$ cat src/rtl/ws2812_pkg.sv
// Shared WS2812 protocol definitions: bit timings, FSM encodings, GRB field layout.
// The ns-to-cycle helper lets each side derive its thresholds from its own clock.
package ws2812_pkg;

    localparam int T0H_NS      = 400;
    localparam int T1H_NS      = 800;
    localparam int PERIOD_NS   = 1250;
    localparam int LATCH_NS    = 50_000;
    localparam int MAX_HIGH_NS = 1500;

    // Decision point between a short (0) and a long (1) high pulse.
    localparam int THRESH_NS   = (T0H_NS + T1H_NS) / 2;

    typedef enum logic [1:0] {
        ST_IDLE = 2'd0,
        ST_HIGH = 2'd1,
        ST_LOW  = 2'd2,
        ST_ERR  = 2'd3
    } rx_state_e;

    typedef struct packed {
        logic [7:0] g;
        logic [7:0] r;
        logic [7:0] b;
    } grb_t;

    function automatic int ns_to_cyc(input longint clk_hz, input longint ns);
        return int'((clk_hz * ns) / 64'sd1_000_000_000);
    endfunction

endpackage

$ cat src/rtl/ws2812_edge_sync.sv
// Two-flop synchroniser for the asynchronous serial line, plus registered
// rise/fall pulses that are cycle-aligned with the delayed level output.
module ws2812_edge_sync (
    input  logic clk,
    input  logic rst,
    input  logic din,
    output logic lvl,
    output logic rise,
    output logic fall
);

    logic s1;
    logic s2;

    // Flops reset high so a line already high out of reset yields no rising edge.
    always_ff @(posedge clk or posedge rst) begin
        if (rst) begin
            s1   <= 1'b1;
            s2   <= 1'b1;
            lvl  <= 1'b1;
            rise <= 1'b0;
            fall <= 1'b0;
        end else begin
            s1   <= din;
            s2   <= s1;
            lvl  <= s2;
            rise <= s2 & ~lvl;
            fall <= ~s2 & lvl;
        end
    end

endmodule

$ cat src/rtl/ws2812_rx.sv
// WS2812 receiver: measures high-pulse widths, assembles MSB-first GRB pixels,
// and reports latch gaps (frame ends) and protocol errors.
module ws2812_rx
    import ws2812_pkg::*;
#(
    parameter int MAIN_CLK   = 12_000_000,
    parameter int MAX_PIXELS = 255
) (
    input  logic        CLK,
    input  logic        RST,
    input  logic        WS2812_DIN,
    output logic [23:0] PIXEL,
    output logic        PIXEL_VALID,
    output logic [7:0]  PIXEL_INDEX,
    output logic        FRAME_END,
    output logic [7:0]  FRAME_PIXELS,
    output logic        ERROR
);

    localparam int HIGH_THRESH = ns_to_cyc(MAIN_CLK, THRESH_NS);
    localparam int MAX_HIGH    = ns_to_cyc(MAIN_CLK, MAX_HIGH_NS);
    localparam int RESET_CYC   = ns_to_cyc(MAIN_CLK, LATCH_NS);
    localparam int CNT_W       = $clog2(RESET_CYC + 1);

    localparam logic [CNT_W-1:0] CNT_ONE  = CNT_W'(1);
    localparam logic [CNT_W-1:0] TH_LIM   = CNT_W'(HIGH_THRESH);
    localparam logic [CNT_W-1:0] HI_LIM   = CNT_W'(MAX_HIGH - 1);
    localparam logic [CNT_W-1:0] LO_LIM   = CNT_W'(RESET_CYC - 1);
    localparam logic [7:0]       PIX_MAX  = 8'(MAX_PIXELS);

    logic            lvl;
    logic            rise;
    logic            fall;
    rx_state_e       state_q;
    rx_state_e       state_d;
    logic [CNT_W-1:0] cnt_q;
    grb_t            shift_q;
    logic [4:0]      bit_cnt_q;
    logic [7:0]      pix_cnt_q;

    logic take_bit;
    logic new_bit;
    logic pix_done;
    logic hi_over;
    logic frame_done;
    logic err_done;

    ws2812_edge_sync u_sync (
        .clk  (CLK),
        .rst  (RST),
        .din  (WS2812_DIN),
        .lvl  (lvl),
        .rise (rise),
        .fall (fall)
    );

    always_ff @(posedge CLK or posedge RST) begin
        if (RST) state_q <= ST_IDLE;
        else     state_q <= state_d;
    end

    always_comb begin
        state_d = state_q;
        unique case (state_q)
            ST_IDLE: if (rise) state_d = ST_HIGH;
            ST_HIGH: begin
                if (hi_over)   state_d = ST_ERR;
                else if (fall) state_d = ST_LOW;
            end
            ST_LOW: begin
                if (rise)            state_d = ST_HIGH;
                else if (frame_done) state_d = ST_IDLE;
            end
            ST_ERR: if (err_done) state_d = ST_IDLE;
            default: state_d = ST_IDLE;
        endcase
    end

    // The counter is loaded with 1 on each edge so it counts the sample that
    // carried the edge; at a falling edge it therefore holds the full high width.
    always_comb begin
        take_bit   = (state_q == ST_HIGH) && fall;
        new_bit    = (cnt_q >= TH_LIM);
        pix_done   = take_bit && (bit_cnt_q == 5'd23);
        hi_over    = (state_q == ST_HIGH) && lvl && (cnt_q == HI_LIM);
        frame_done = (state_q == ST_LOW) && !lvl && (cnt_q == LO_LIM);
        err_done   = (state_q == ST_ERR) && !lvl && (cnt_q == LO_LIM);
    end

    always_ff @(posedge CLK or posedge RST) begin
        if (RST) begin
            cnt_q        <= '0;
            shift_q      <= '0;
            bit_cnt_q    <= '0;
            pix_cnt_q    <= '0;
            PIXEL        <= '0;
            PIXEL_VALID  <= 1'b0;
            PIXEL_INDEX  <= '0;
            FRAME_END    <= 1'b0;
            FRAME_PIXELS <= '0;
            ERROR        <= 1'b0;
        end else begin
            unique case (state_q)
                ST_IDLE: cnt_q <= rise ? CNT_ONE : '0;
                ST_HIGH: begin
                    if (fall)         cnt_q <= CNT_ONE;
                    else if (hi_over) cnt_q <= '0;
                    else              cnt_q <= cnt_q + CNT_ONE;
                end
                ST_LOW: begin
                    if (rise)            cnt_q <= CNT_ONE;
                    else if (frame_done) cnt_q <= '0;
                    else                 cnt_q <= cnt_q + CNT_ONE;
                end
                ST_ERR: begin
                    if (lvl || err_done) cnt_q <= '0;
                    else                 cnt_q <= cnt_q + CNT_ONE;
                end
                default: cnt_q <= '0;
            endcase

            if (take_bit) begin
                shift_q   <= {shift_q[22:0], new_bit};
                bit_cnt_q <= pix_done ? 5'd0 : bit_cnt_q + 5'd1;
            end else if (hi_over || frame_done || err_done) begin
                bit_cnt_q <= '0;
            end

            // An aborted frame (error recovery) restarts pixel numbering too.
            if (frame_done || err_done)
                pix_cnt_q <= '0;
            else if (pix_done && (pix_cnt_q != PIX_MAX))
                pix_cnt_q <= pix_cnt_q + 8'd1;

            PIXEL_VALID <= pix_done;
            if (pix_done) begin
                PIXEL       <= {shift_q[22:0], new_bit};
                PIXEL_INDEX <= pix_cnt_q;
            end

            FRAME_END <= frame_done;
            if (frame_done)
                FRAME_PIXELS <= pix_cnt_q;

            ERROR <= hi_over || (frame_done && (bit_cnt_q != 5'd0));
        end
    end

endmodule
$ cat config.mk
export PLATFORM = sky130hd
export DESIGN_NAME = ws2812_rx
export DESIGN_NICKNAME = d
export VERILOG_FILES = /design/src/rtl/ws2812_pkg.sv /design/src/rtl/ws2812_edge_sync.sv /design/src/rtl/ws2812_rx.sv
export SDC_FILE = /design/constraint.sdc
export NUM_CORES = 1
export LEC_CHECK = 0
export ABC_AREA = 0
export BUFFER_PORTS_ARGS = -buffer_cell sky130_fd_sc_hd__buf_2
export CORE_AREA = 2 2 98 91
export DETAILED_ROUTE_END_ITERATION = 8
export DIE_AREA = 0 0 100 93
export PLACE_DENSITY = 0.68
export RECOVER_POWER = 25
export SYNTH_ARGS = -nofsm -noshare
export SYNTH_HDL_FRONTEND = slang
export SYNTH_SLANG_ARGS = --single-unit
$ cat constraint.sdc
create_clock -name CLK -period 8 [get_ports CLK]
set_clock_uncertainty 0.15 [all_clocks]
set_input_delay 0.4 -clock CLK [delete_from_list [all_inputs] [get_ports CLK]]
set_output_delay 0.4 -clock CLK [all_outputs]
set_load 0.005 [all_outputs]
### Yosys cells after proc, flatten, opt, wreduce, memory -nomap -nowiden

Cells that the tools add are included.

* register bits after elaboration: 96
* latch bits: 0
* memory bits (writable): 0
* bits in read-only memories: 0
* input port bits: 3
* memories kept: 0

* add/sub/neg operators: 3
* multiply operators: 0
* divide/modulo/power cells: 0
* magnitude comparators: 1
* equal/unequal tests: 11
* shifts and indexed selects: 0
* multiplexer cells: 19
* bitwise logic cells: 4
* reduce and logical (&&, ||, !) cells: 21

Operators by type and width (number)
* $mux W10: 5
* $pmux W10 S4: 1
* $mux W8: 2
* $mux W5: 3
* $mux W2: 6
* $add A10 B1 Y10 const B: 1
* $eq A10 B10 Y1 const B: 1
* $eq A10 B5 Y1 const B: 1
* $ge A10 B3 Y1 const B: 1
* $logic_and A1 B1 Y1: 10
* $add A8 B1 Y8 const B: 1
* $ne A8 B8 Y1 const B: 1
* $pmux W2 S4: 1
* $ne A3 B2 Y1 const B: 2
* $add A5 B1 Y5 const B: 1
* $eq A5 B5 Y1 const B: 1
* $logic_or A1 B1 Y1: 5
* $reduce_bool A5 Y1: 1
* $eq A2 B2 Y1 const B: 2
* $reduce_and A4 Y1: 1
* $reduce_bool A2 Y1: 2
* $and A1 B1 Y1: 2
* $eq A2 B1 Y1 const B: 1
* $logic_not A2 Y1: 1
* 5 further kinds: 6

### Depth between registers and ports, before layout

Gate-level depths: netlist (run 1).

* word-level depth: 7
* gate-level depth with buffers: 7
* depth with buffers taken out: 6

### Hierarchy

A second synthesis (run 1) with hierarchy kept.

* cells, all modules: 361
* area, all modules: 4103.9 µm²

Modules (own cells, without submodules)
* ws2812_rx: instances 1, cells each 353, area each 3956.3 µm², sequential area each 2277.2 µm²
* ws2812_edge_sync: instances 1, cells each 8, area each 147.6 µm², sequential area each 128.9 µm²

### Least setup slack after synthesis (run 1)

OpenSTA, ideal clock, no wires.

* path type: register -> register
* from: register cnt_q[0]
* to: register FRAME_PIXELS[0]
* arrival: 1681 ps
* data required time: 7725 ps
* slack: 6045 ps
* cell stages (with the launch flop): 6
* buffers on the path: 0
* clock period less this slack: 1955 ps
* path through: dfrtp_1 ha_1 and3_1 nand4_4 nor2_2 mux2_2

* longest elaborated chain between the ends: 2

Ends and longest elaborated chain
* from (decl): line ws2812_rx.sv:36 `logic [CNT_W-1:0] cnt_q;`
* from (signal assigned): line ws2812_rx.sv:104 `ST_IDLE: cnt_q <= rise ? CNT_ONE : '0;`
* from (signal assigned): line ws2812_rx.sv:108 `else cnt_q <= cnt_q + CNT_ONE;`
* from (signal assigned): line ws2812_rx.sv:113 `else cnt_q <= cnt_q + CNT_ONE;`
* $eq A10 B10 Y1: line ws2812_rx.sv:86 `frame_done = (state_q == ST_LOW) && !lvl && (cnt_q == LO_LIM);`
* $logic_and A1 B1 Y1: line ws2812_rx.sv:86
* named net frame_done: line ws2812_rx.sv:45 `logic frame_done;`
* to (signal assigned): line ws2812_rx.sv:143 `FRAME_PIXELS <= pix_cnt_q;`
* to (decl): line ws2812_rx.sv:16 `output logic [7:0] FRAME_PIXELS,`

The timed path passes the listed nets, and every way through them passes these cells.
A chain may end at the register's enable or synchronous reset.

### Worst setup path after layout (run 1)

* from: register state_q[0]
* to: register PIXEL[15]

* longest elaborated chain between the ends: 3

Ends and longest elaborated chain
* from (decl): line ws2812_rx.sv:34 `rx_state_e state_q;`
* from (signal assigned): line ws2812_rx.sv:59 `else state_q <= state_d;`
* $eq A2 B1 Y1: line ws2812_rx.sv:82 `take_bit = (state_q == ST_HIGH) && fall;`
* $logic_and A1 B1 Y1: line ws2812_rx.sv:82
* $logic_and A1 B1 Y1: line ws2812_rx.sv:84 `pix_done = take_bit && (bit_cnt_q == 5'd23);`
* to (signal assigned): line ws2812_rx.sv:137 `PIXEL <= {shift_q[22:0], new_bit};`
* to (decl): line ws2812_rx.sv:12 `output logic [23:0] PIXEL,`

Every way passes these cells.

==> flow_results.xml, run 1 <==
<?xml version="1.0" encoding="UTF-8"?>
<metrics>
  <group name="outcome">
    <metric name="status" unit="">finished with violations</metric>
    <metric name="violations_in_the_final_reports" unit="">capacitance limit, slew limit</metric>
  </group>
  <group name="cts">
    <metric name="clock_sinks" unit="">96</metric>
    <metric name="cts.clk_slew.worst_paths" unit="ps">100</metric>
    <metric name="clk_path_buf_depth" unit="">2</metric>
    <metric name="cts.repair_timing.setup_buffer_count" unit="">0</metric>
    <metric name="cts_inserted_buffers" unit="">9</metric>
    <metric name="cts_hold_repair.buffers" unit="">2</metric>
    <metric name="cts_root_buffer" unit="">sky130_fd_sc_hd__clkbuf_8</metric>
    <metric name="cts_resized" unit="">0</metric>
    <metric name="tritoncts" unit="">done</metric>
    <metric name="clock_insertion_delay_worst_skew" unit="ps">360</metric>
    <metric name="cts_max_level" unit="">3</metric>
  </group>
  <group name="setup_path">
    <metric name="cp_cell_sequence" unit="">and3b_1, buf_4, nand2_1, inv_1, mux2_2</metric>
    <metric name="crit_slowest_cell" unit="">sky130_fd_sc_hd__inv_1</metric>
    <metric name="critical_path_required" unit="ps">8090</metric>
    <metric name="critical_path_arrival" unit="ps">3160</metric>
    <metric name="critPathLaunchType" unit="">flop</metric>
    <metric name="timing.setup.critical_path_class" unit="">reg2reg</metric>
    <metric name="path_max_fanout" unit="">29</metric>
    <metric name="critPathCaptureType" unit="">flop</metric>
    <metric name="biggest_cell_delay_along_the_critical_path" unit="ps">780</metric>
  </group>
  <group name="grt">
    <metric name="grt_overflow_total" unit="">0</metric>
    <metric name="global_route_wire_length_before_repair" unit="microns">13000</metric>
    <metric name="vias_in_the_first_global_route" unit="">2655</metric>
    <metric name="global_route.usage.total" unit="%">17.9</metric>
    <metric name="antenna_found_initial" unit="">0</metric>
    <metric name="grt_start_max_net_pins" unit="">53</metric>
  </group>
  <group name="synthesis">
    <metric name="netlist-cell-type-count" unit="">48</metric>
    <metric name="mappedNetlistNets" unit="">357</metric>
    <metric name="synth_top_family_by_area" unit="">simple AND/OR/NAND/NOR gates</metric>
    <metric name="yosys_register_bits" unit="">96</metric>
    <metric name="synth_fa_ha_area_share" unit="%">1.55</metric>
    <metric name="post_synth_xor_area_fraction" unit="%">1.74</metric>
    <metric name="netlist_instances" unit="">349</metric>
    <metric name="synth.mux.area_fraction" unit="%">11.2</metric>
    <metric name="synth-edff-count" unit="">0</metric>
    <metric name="synth-seq-area-share" unit="%">59.8</metric>
    <metric name="synth_area_per_inst" unit="sq um">11.5</metric>
    <metric name="synth_top_flop_cell" unit="">sky130_fd_sc_hd__dfrtp_1</metric>
    <metric name="synthSimpleGateAreaFrac" unit="%">16.7</metric>
    <metric name="synth.cell_area" unit="sq um">4030</metric>
    <metric name="synth-compound-area-share" unit="%">6.43</metric>
    <metric name="ys.warnings.count" unit="">0</metric>
    <metric name="ys_async_sr_fraction" unit="%">100</metric>
  </group>
  <group name="route">
    <metric name="via_count" unit="">2755</metric>
    <metric name="viasPerCell" unit="">5.42</metric>
    <metric name="postRouteAntennaNets" unit="">0</metric>
    <metric name="finalWirelength" unit="microns">7690</metric>
    <metric name="drt_iter0_markers" unit="">172</metric>
    <metric name="drcViolationCount" unit="">0</metric>
    <metric name="drt-wirelength-per-cell" unit="microns">15.1</metric>
    <metric name="drt_pass1_iterations" unit="">5</metric>
  </group>
  <group name="die">
    <metric name="fp.dieArea" unit="sq um">9300</metric>
    <metric name="die-height" unit="microns">93</metric>
    <metric name="ioPinCount" unit="">46</metric>
    <metric name="chipWidth" unit="microns">100</metric>
    <metric name="initial_standard_cell_utilization_of_the_core" unit="%">48.3</metric>
    <metric name="core_region_area" unit="sq um">8330</metric>
    <metric name="core.rowCount" unit="">32</metric>
  </group>
  <group name="sta">
    <metric name="finalSetupViolations" unit="">0</metric>
    <metric name="timing_hold_violations_final" unit="">0</metric>
    <metric name="fin_setup_tns" unit="ps">0</metric>
    <metric name="setup_ws" unit="ps">4930</metric>
    <metric name="slew-limit-headroom" unit="%">-31.1</metric>
    <metric name="rsz0062_at_grt" unit="">no</metric>
    <metric name="achievable-frequency" unit="GHz">0.326</metric>
    <metric name="finalCritPeriodShare" unit="%">38.4</metric>
    <metric name="worst_slew_pin_slew" unit="ps">1960</metric>
    <metric name="layout_min_cycle_time" unit="ps">3070</metric>
    <metric name="final-max-slew-violation-count" unit="">46</metric>
  </group>
  <group name="power">
    <metric name="totalPowerFinal" unit="W">0.00101</metric>
    <metric name="static-leakage-power" unit="nW">2.37</metric>
    <metric name="power_per_cell_area" unit="nW/um^2">220</metric>
    <metric name="vdd.ir_drop.worst" unit="mV">0.108</metric>
  </group>
  <group name="cells_and_area">
    <metric name="layout_common_cells" unit="">93 x sky130_fd_sc_hd__dfrtp_1, 76 x sky130_fd_sc_hd__nand2_1, 44 x sky130_fd_sc_hd__buf_2</metric>
    <metric name="layout_commonest_cell" unit="">sky130_fd_sc_hd__dfrtp_1</metric>
    <metric name="layout-area-overhead-vs-synth" unit="%">13.6</metric>
    <metric name="fraction_of_layout_cells_with_a_size_suffix_above_1" unit="%">26.8</metric>
    <metric name="finalNetCount" unit="">409</metric>
    <metric name="fillCellCount" unit="">727</metric>
    <metric name="num_antenna_cells" unit="">0</metric>
  </group>
  <group name="hold_path">
    <metric name="min-delay-path-class" unit="">reg2reg</metric>
  </group>
  <group name="flow_run">
    <metric name="max-cap-violations" unit="">1</metric>
  </group>
  <group name="placed_design">
    <metric name="placement.io_buffers" unit="">45</metric>
    <metric name="post-dp-hpwl" unit="microns">5070</metric>
    <metric name="gpl.final_weighted_congestion" unit="">0.830</metric>
    <metric name="place_worst_setup_slack" unit="ps">4930</metric>
  </group>
</metrics>
layout make-up:
cell class | instances | area [sq um] | share of cell area (%)
Clock buffer | 10 | 128 | 2.79
Timing Repair Buffer | 50 | 267 | 5.83
Tap cell | 102 | 128 | 2.79
Multi-Input combinational cell | 229 | 1510 | 33.1
Sequential cell | 96 | 2410 | 52.6
Inverter | 15 | 57.6 | 1.26
Clock inverter | 6 | 75.1 | 1.64
report_power, final:
part / leakage [nW] / switching, W / internal, W / total (W)
Sequential: 1.31 / 0.0000371 / 0.000511 / 0.000548
Clock: 0.0994 / 0.000181 / 0.000150 / 0.000331
Combinational: 0.955 / 0.0000801 / 0.0000487 / 0.000129
path summary, 6_finish.rpt:
check	slack, ps	start	to	depth (start not counted)
setup / recovery	4930	state_q[0]$_DFFE_PP0P_	PIXEL[15]$_DFFE_PP0P_	5
hold / removal	220	u_sync.s1$_DFF_PP1_	u_sync.s2$_DFF_PP1_	0
setup reg to reg	4930	state_q[0]$_DFFE_PP0P_	PIXEL[15]$_DFFE_PP0P_	5
hold reg to reg	220	u_sync.s1$_DFF_PP1_	u_sync.s2$_DFF_PP1_	0
max in group asynchronous	5390	RST	bit_cnt_q[1]$_DFFE_PP0P_	4
min in group asynchronous	920	RST	cnt_q[7]$_DFF_PP0_	3
logic make-up after synthesis:
family	Yosys count
flops	96
simple gates	139
compound gates	37
mux	40
xor+xnor	8
buf+inv	24
fa+ha+maj	5
flip-flops by register name, indices dropped and copies added, names as in the netlist:
name	count
u_sync.rise	1
PIXEL_INDEX	8
PIXEL	24
u_sync.s2	1
ERROR	1
pix_cnt_q	8
u_sync.lvl	1
u_sync.s1	1
FRAME_END	1
FRAME_PIXELS	8
bit_cnt_q	5
shift_q	23
state_q	2
PIXEL_VALID	1
cnt_q	10
u_sync.fall	1
through the flow:
| step | util [%] | instance area [sq um] | std cells | hold WS, ps |
|---|---|---|---|---|
| floorplan | - | 4030 | 349 | 195 |
| global placement | 52.3 | 4350 | 490 | 197 |
| detailed placement | 52.3 | 4350 | 490 | 204 |
| CTS | 55.0 | 4580 | 508 | 211 |
| global route | 54.9 | 4570 | 508 | 224 |
| finish | 54.9 | 4570 | 508 | 215 |
worst max-delay path, delay by kind of cell, from the launching register on:
family | cells | cell delay [ps]
and+or+nand+nor | 2 | 700
buffers and inverters | 2 | 1080
muxes | 1 | 410
DFF | 1 | 600
Yosys cell counts, types with 2 or more instances:
cell | n | area share (%)
sky130_fd_sc_hd__a21oi_1 | 6 | 0.75
sky130_fd_sc_hd__a31oi_1 | 4 | 0.62
sky130_fd_sc_hd__a41oi_1 | 2 | 0.44
sky130_fd_sc_hd__and3_1 | 5 | 0.78
sky130_fd_sc_hd__and3b_1 | 2 | 0.44
sky130_fd_sc_hd__buf_4 | 2 | 0.37
sky130_fd_sc_hd__clkbuf_1 | 5 | 0.47
sky130_fd_sc_hd__dfrtp_1 | 93 | 58
sky130_fd_sc_hd__dfstp_2 | 3 | 2.0
sky130_fd_sc_hd__ha_1 | 5 | 1.6
sky130_fd_sc_hd__inv_1 | 15 | 1.4
sky130_fd_sc_hd__mux2_2 | 39 | 11
sky130_fd_sc_hd__nand2_1 | 76 | 7.1
sky130_fd_sc_hd__nand2b_1 | 4 | 0.62
sky130_fd_sc_hd__nand3_1 | 14 | 1.7
sky130_fd_sc_hd__nand4_1 | 4 | 0.62
sky130_fd_sc_hd__nor2_1 | 14 | 1.3
sky130_fd_sc_hd__nor2b_1 | 3 | 0.47
sky130_fd_sc_hd__nor4_1 | 4 | 0.62
sky130_fd_sc_hd__o21ai_0 | 13 | 1.6
sky130_fd_sc_hd__o31ai_1 | 3 | 0.56
sky130_fd_sc_hd__xnor2_1 | 3 | 0.65
sky130_fd_sc_hd__xor2_1 | 5 | 1.1
per-layer routing:
| layer | GRT usage [%] | part of all wire, % | vias up | routed length [microns] |
|---|---|---|---|---|
| met2 | 27.5 | 46 | 63 | 3530 |
| met5 | 0 | 0 | - | 0 |
| met1 | 24.7 | 48 | 1369 | 3700 |
| met4 | 7.31 | 1.6 | 0 | 125 |
| met3 | 4.04 | 4.2 | 10 | 326 |
| li1 | - | - | 1313 | - |
(Power assumes the default switching activity.)
==> inputs of run 2 (changes only) <==
clock period = 2.9 ns   (was 8 ns; I/O delays follow)
==> run 2 against run 1 <==
Compared with the run above:
- the flow still finishes with violations (capacitance limit, slew limit)
- largest cell class unchanged
- non-clock buffer count up 3
- sequential power rose to 2.8 times the previous value
- clock power rose to 2.6 times the previous value
- critical endpoint is now bit_cnt_q[2]$_DFFE_PP0P_
- sequential share of layout area down 0.30 points
- via count down 2.9%
- critical path depth down 1
- sequential cell count unchanged
- routed wire length down 2.2%
- global-route usage down 0.052 points
- combinational power rose to 2.8 times the previous value
- cell count up 0.59%
==> flow_results.xml, run 2 (synthesis results as in run 1) <==
<?xml version="1.0" encoding="UTF-8"?>
<metrics>
  <group name="cts">
    <metric name="cts.clk_slew.worst_paths" unit="ps">100</metric>
    <metric name="clk_path_buf_depth" unit="">2</metric>
    <metric name="cts_inserted_buffers" unit="">9</metric>
    <metric name="cts.repair_timing.setup_buffer_count" unit="">0</metric>
    <metric name="clock_sinks" unit="">96</metric>
    <metric name="cts_root_buffer" unit="">sky130_fd_sc_hd__clkbuf_8</metric>
    <metric name="tritoncts" unit="">done</metric>
    <metric name="cts_max_level" unit="">3</metric>
    <metric name="cts_hold_repair.buffers" unit="">2</metric>
    <metric name="cts_resized" unit="">0</metric>
    <metric name="clock_insertion_delay_worst_skew" unit="ps">360</metric>
  </group>
  <group name="sta">
    <metric name="achievable-frequency" unit="GHz">0.440</metric>
    <metric name="final-max-slew-violation-count" unit="">47</metric>
    <metric name="setup_ws" unit="ps">629</metric>
    <metric name="layout_min_cycle_time" unit="ps">2270</metric>
    <metric name="slew-limit-headroom" unit="%">-18.1</metric>
    <metric name="rsz0062_at_grt" unit="">no</metric>
    <metric name="timing_hold_violations_final" unit="">0</metric>
    <metric name="finalSetupViolations" unit="">0</metric>
    <metric name="worst_slew_pin_slew" unit="ps">1770</metric>
    <metric name="fin_setup_tns" unit="ps">0</metric>
    <metric name="finalCritPeriodShare" unit="%">78.3</metric>
  </group>
  <group name="setup_path">
    <metric name="path_max_fanout" unit="">6</metric>
    <metric name="reg2reg_path_depth" unit="">4</metric>
    <metric name="critPathCaptureType" unit="">flop</metric>
    <metric name="biggest_cell_delay_along_the_critical_path" unit="ps">630</metric>
    <metric name="critical_path_required" unit="ps">2970</metric>
    <metric name="critPathLaunchType" unit="">flop</metric>
    <metric name="critical_path_arrival" unit="ps">2340</metric>
    <metric name="crit_slowest_cell" unit="">sky130_fd_sc_hd__dfstp_1</metric>
    <metric name="timing.setup.critical_path_class" unit="">reg2reg</metric>
    <metric name="cp_cell_sequence" unit="">nor4bb_1, a41oi_1, o21ai_0, o221ai_1</metric>
  </group>
  <group name="hold_path">
    <metric name="min-delay-path-class" unit="">reg2reg</metric>
    <metric name="hold_path_depth" unit="">0</metric>
  </group>
  <group name="route">
    <metric name="drt_iter0_markers" unit="">156</metric>
    <metric name="postRouteAntennaNets" unit="">0</metric>
    <metric name="drt-wirelength-per-cell" unit="microns">14.7</metric>
    <metric name="viasPerCell" unit="">5.24</metric>
    <metric name="drt_pass1_iterations" unit="">4</metric>
    <metric name="finalWirelength" unit="microns">7520</metric>
    <metric name="drcViolationCount" unit="">0</metric>
    <metric name="via_count" unit="">2676</metric>
  </group>
  <group name="cells_and_area">
    <metric name="biggestRegsByFlops" unit="">PIXEL (24), shift_q (23), cnt_q (10)</metric>
    <metric name="fraction_of_layout_cells_with_a_size_suffix_above_1" unit="%">27.1</metric>
    <metric name="largest_register_ffs" unit="">24</metric>
    <metric name="layout_common_cells" unit="">93 x sky130_fd_sc_hd__dfrtp_1, 76 x sky130_fd_sc_hd__nand2_1, 43 x sky130_fd_sc_hd__buf_2</metric>
    <metric name="num_antenna_cells" unit="">0</metric>
    <metric name="layout_commonest_cell" unit="">sky130_fd_sc_hd__dfrtp_1</metric>
    <metric name="layout-area-overhead-vs-synth" unit="%">14.3</metric>
    <metric name="registers.top_by_ff_count" unit="">PIXEL</metric>
    <metric name="fillCellCount" unit="">726</metric>
    <metric name="finalNetCount" unit="">412</metric>
  </group>
  <group name="grt">
    <metric name="vias_in_the_first_global_route" unit="">2725</metric>
    <metric name="grt_start_max_net_pins" unit="">51</metric>
    <metric name="global_route.usage.total" unit="%">17.8</metric>
    <metric name="antenna_found_initial" unit="">0</metric>
    <metric name="grt_overflow_total" unit="">0</metric>
    <metric name="global_route_wire_length_before_repair" unit="microns">13200</metric>
  </group>
  <group name="flow_run">
    <metric name="max-cap-violations" unit="">1</metric>
  </group>
  <group name="placed_design">
    <metric name="placement.io_buffers" unit="">45</metric>
    <metric name="place_worst_setup_slack" unit="ps">637</metric>
    <metric name="gpl.final_weighted_congestion" unit="">0.859</metric>
    <metric name="post-dp-hpwl" unit="microns">4910</metric>
  </group>
  <group name="die">
    <metric name="core_region_area" unit="sq um">8330</metric>
    <metric name="core.rowCount" unit="">32</metric>
    <metric name="initial_standard_cell_utilization_of_the_core" unit="%">48.3</metric>
    <metric name="die-height" unit="microns">93</metric>
    <metric name="ioPinCount" unit="">46</metric>
    <metric name="fp.dieArea" unit="sq um">9300</metric>
    <metric name="chipWidth" unit="microns">100</metric>
  </group>
  <group name="power">
    <metric name="static-leakage-power" unit="nW">2.39</metric>
    <metric name="power_per_cell_area" unit="nW/um^2">595</metric>
    <metric name="switchingPower" unit="W">0.000815</metric>
    <metric name="comb_power_share" unit="%">13.0</metric>
    <metric name="sw_ratio" unit="%">29.8</metric>
    <metric name="p_int" unit="W">0.00192</metric>
    <metric name="vdd.ir_drop.worst" unit="mV">0.338</metric>
    <metric name="portion_of_total_power_attributed_to_the_clock_network" unit="%">31.7</metric>
    <metric name="power.sequential.fraction" unit="%">55.2</metric>
  </group>
  <group name="outcome">
    <metric name="status" unit="">finished with violations</metric>
    <metric name="violations_in_the_final_reports" unit="">capacitance limit, slew limit</metric>
  </group>
</metrics>
==> run 2: cell types whose count changed in the layout (fill, tap and decap cells not counted) <==
| cell | delta |
|---|---|
| sky130_fd_sc_hd__buf_12 | +1 |
| sky130_fd_sc_hd__inv_6 | +1 |
| sky130_fd_sc_hd__buf_4 | +2 |
| sky130_fd_sc_hd__buf_2 | -1 |
| sky130_fd_sc_hd__bufinv_16 | -1 |
| sky130_fd_sc_hd__inv_1 | +1 |
| sky130_fd_sc_hd__clkinv_4 | -1 |
| sky130_fd_sc_hd__clkbuf_8 | +2 |
| sky130_fd_sc_hd__clkinvlp_2 | -1 |
==> run 2: final cells by class <==
| class | count | area, sq um | share of cell area (%) |
|---|---|---|---|
| repair buffers | 53 | 300 | 6.53 |
| clock buffers | 11 | 151 | 3.29 |
| inverters | 15 | 56.3 | 1.22 |
| well taps | 102 | 128 | 2.77 |
| flip-flops and latches | 96 | 2410 | 52.3 |
| clock inverters | 5 | 45.0 | 0.979 |
| multi-input cells | 229 | 1510 | 32.9 |
==> run 2: worst max-delay path: cells and delay by family, from the launching register on <==
kind               cells  cell delay [ps]
AOI/OAI and AO/OA      3              980
and+or+nand+nor        1              360
DFF                    1              630
==> run 2: stage by stage <==
| stage | hold slack, ps | util [%] | total power, W | std cells | area (sq um) |
|---|---|---|---|---|---|
| floorplan | -0.522 | - | 0.00179 | 349 | 4030 |
| global placement | 99.6 | 52.7 | 0.00188 | 493 | 4390 |
| detailed placement | 102 | 52.7 | 0.00189 | 493 | 4390 |
| CTS | 213 | 55.3 | 0.00276 | 511 | 4610 |
| global route | 222 | 55.2 | 0.00287 | 511 | 4600 |
| finish | 216 | 55.2 | 0.00274 | 511 | 4600 |
==> run 2: final timing paths <==
path                                            from                  endpoint  slack, ps
max in group asynchronous                        RST    state_q[0]$_DFFE_PP0P_        840
worst max register to register  u_sync.lvl$_DFF_PP1_  bit_cnt_q[2]$_DFFE_PP0P_        630
min in group asynchronous                        RST        cnt_q[6]$_DFF_PP0_        740
worst min-delay path             u_sync.s1$_DFF_PP1_       u_sync.s2$_DFF_PP1_        220
worst min register to register   u_sync.s1$_DFF_PP1_       u_sync.s2$_DFF_PP1_        220
worst max-delay path            u_sync.lvl$_DFF_PP1_  bit_cnt_q[2]$_DFFE_PP0P_        630
==> run 2: metal layers <==
| layer | share of wire [%] | vias up | track usage [%] |
|---|---|---|---|
| met4 | 1.9 | 0 | 7.53 |
| met2 | 45 | 37 | 27.0 |
| li1 | - | 1317 | - |
| met3 | 2.9 | 12 | 3.21 |
| met5 | 0 | - | 0 |
| met1 | 50 | 1310 | 25.5 |
==> run 2: power by group through the flow <==
stage / clock, W / sequential, W / combinational [W]
6_report: 0.000868 / 0.00151 / 0.000357
5_1_grt: 0.000942 / 0.00153 / 0.000403
4_1_cts: 0.000888 / 0.00151 / 0.000363
3_5_place_dp: 0 / 0.00154 / 0.000356
3_3_place_gp: 0 / 0.00153 / 0.000347
2_1_floorplan: 0 / 0.00150 / 0.000296
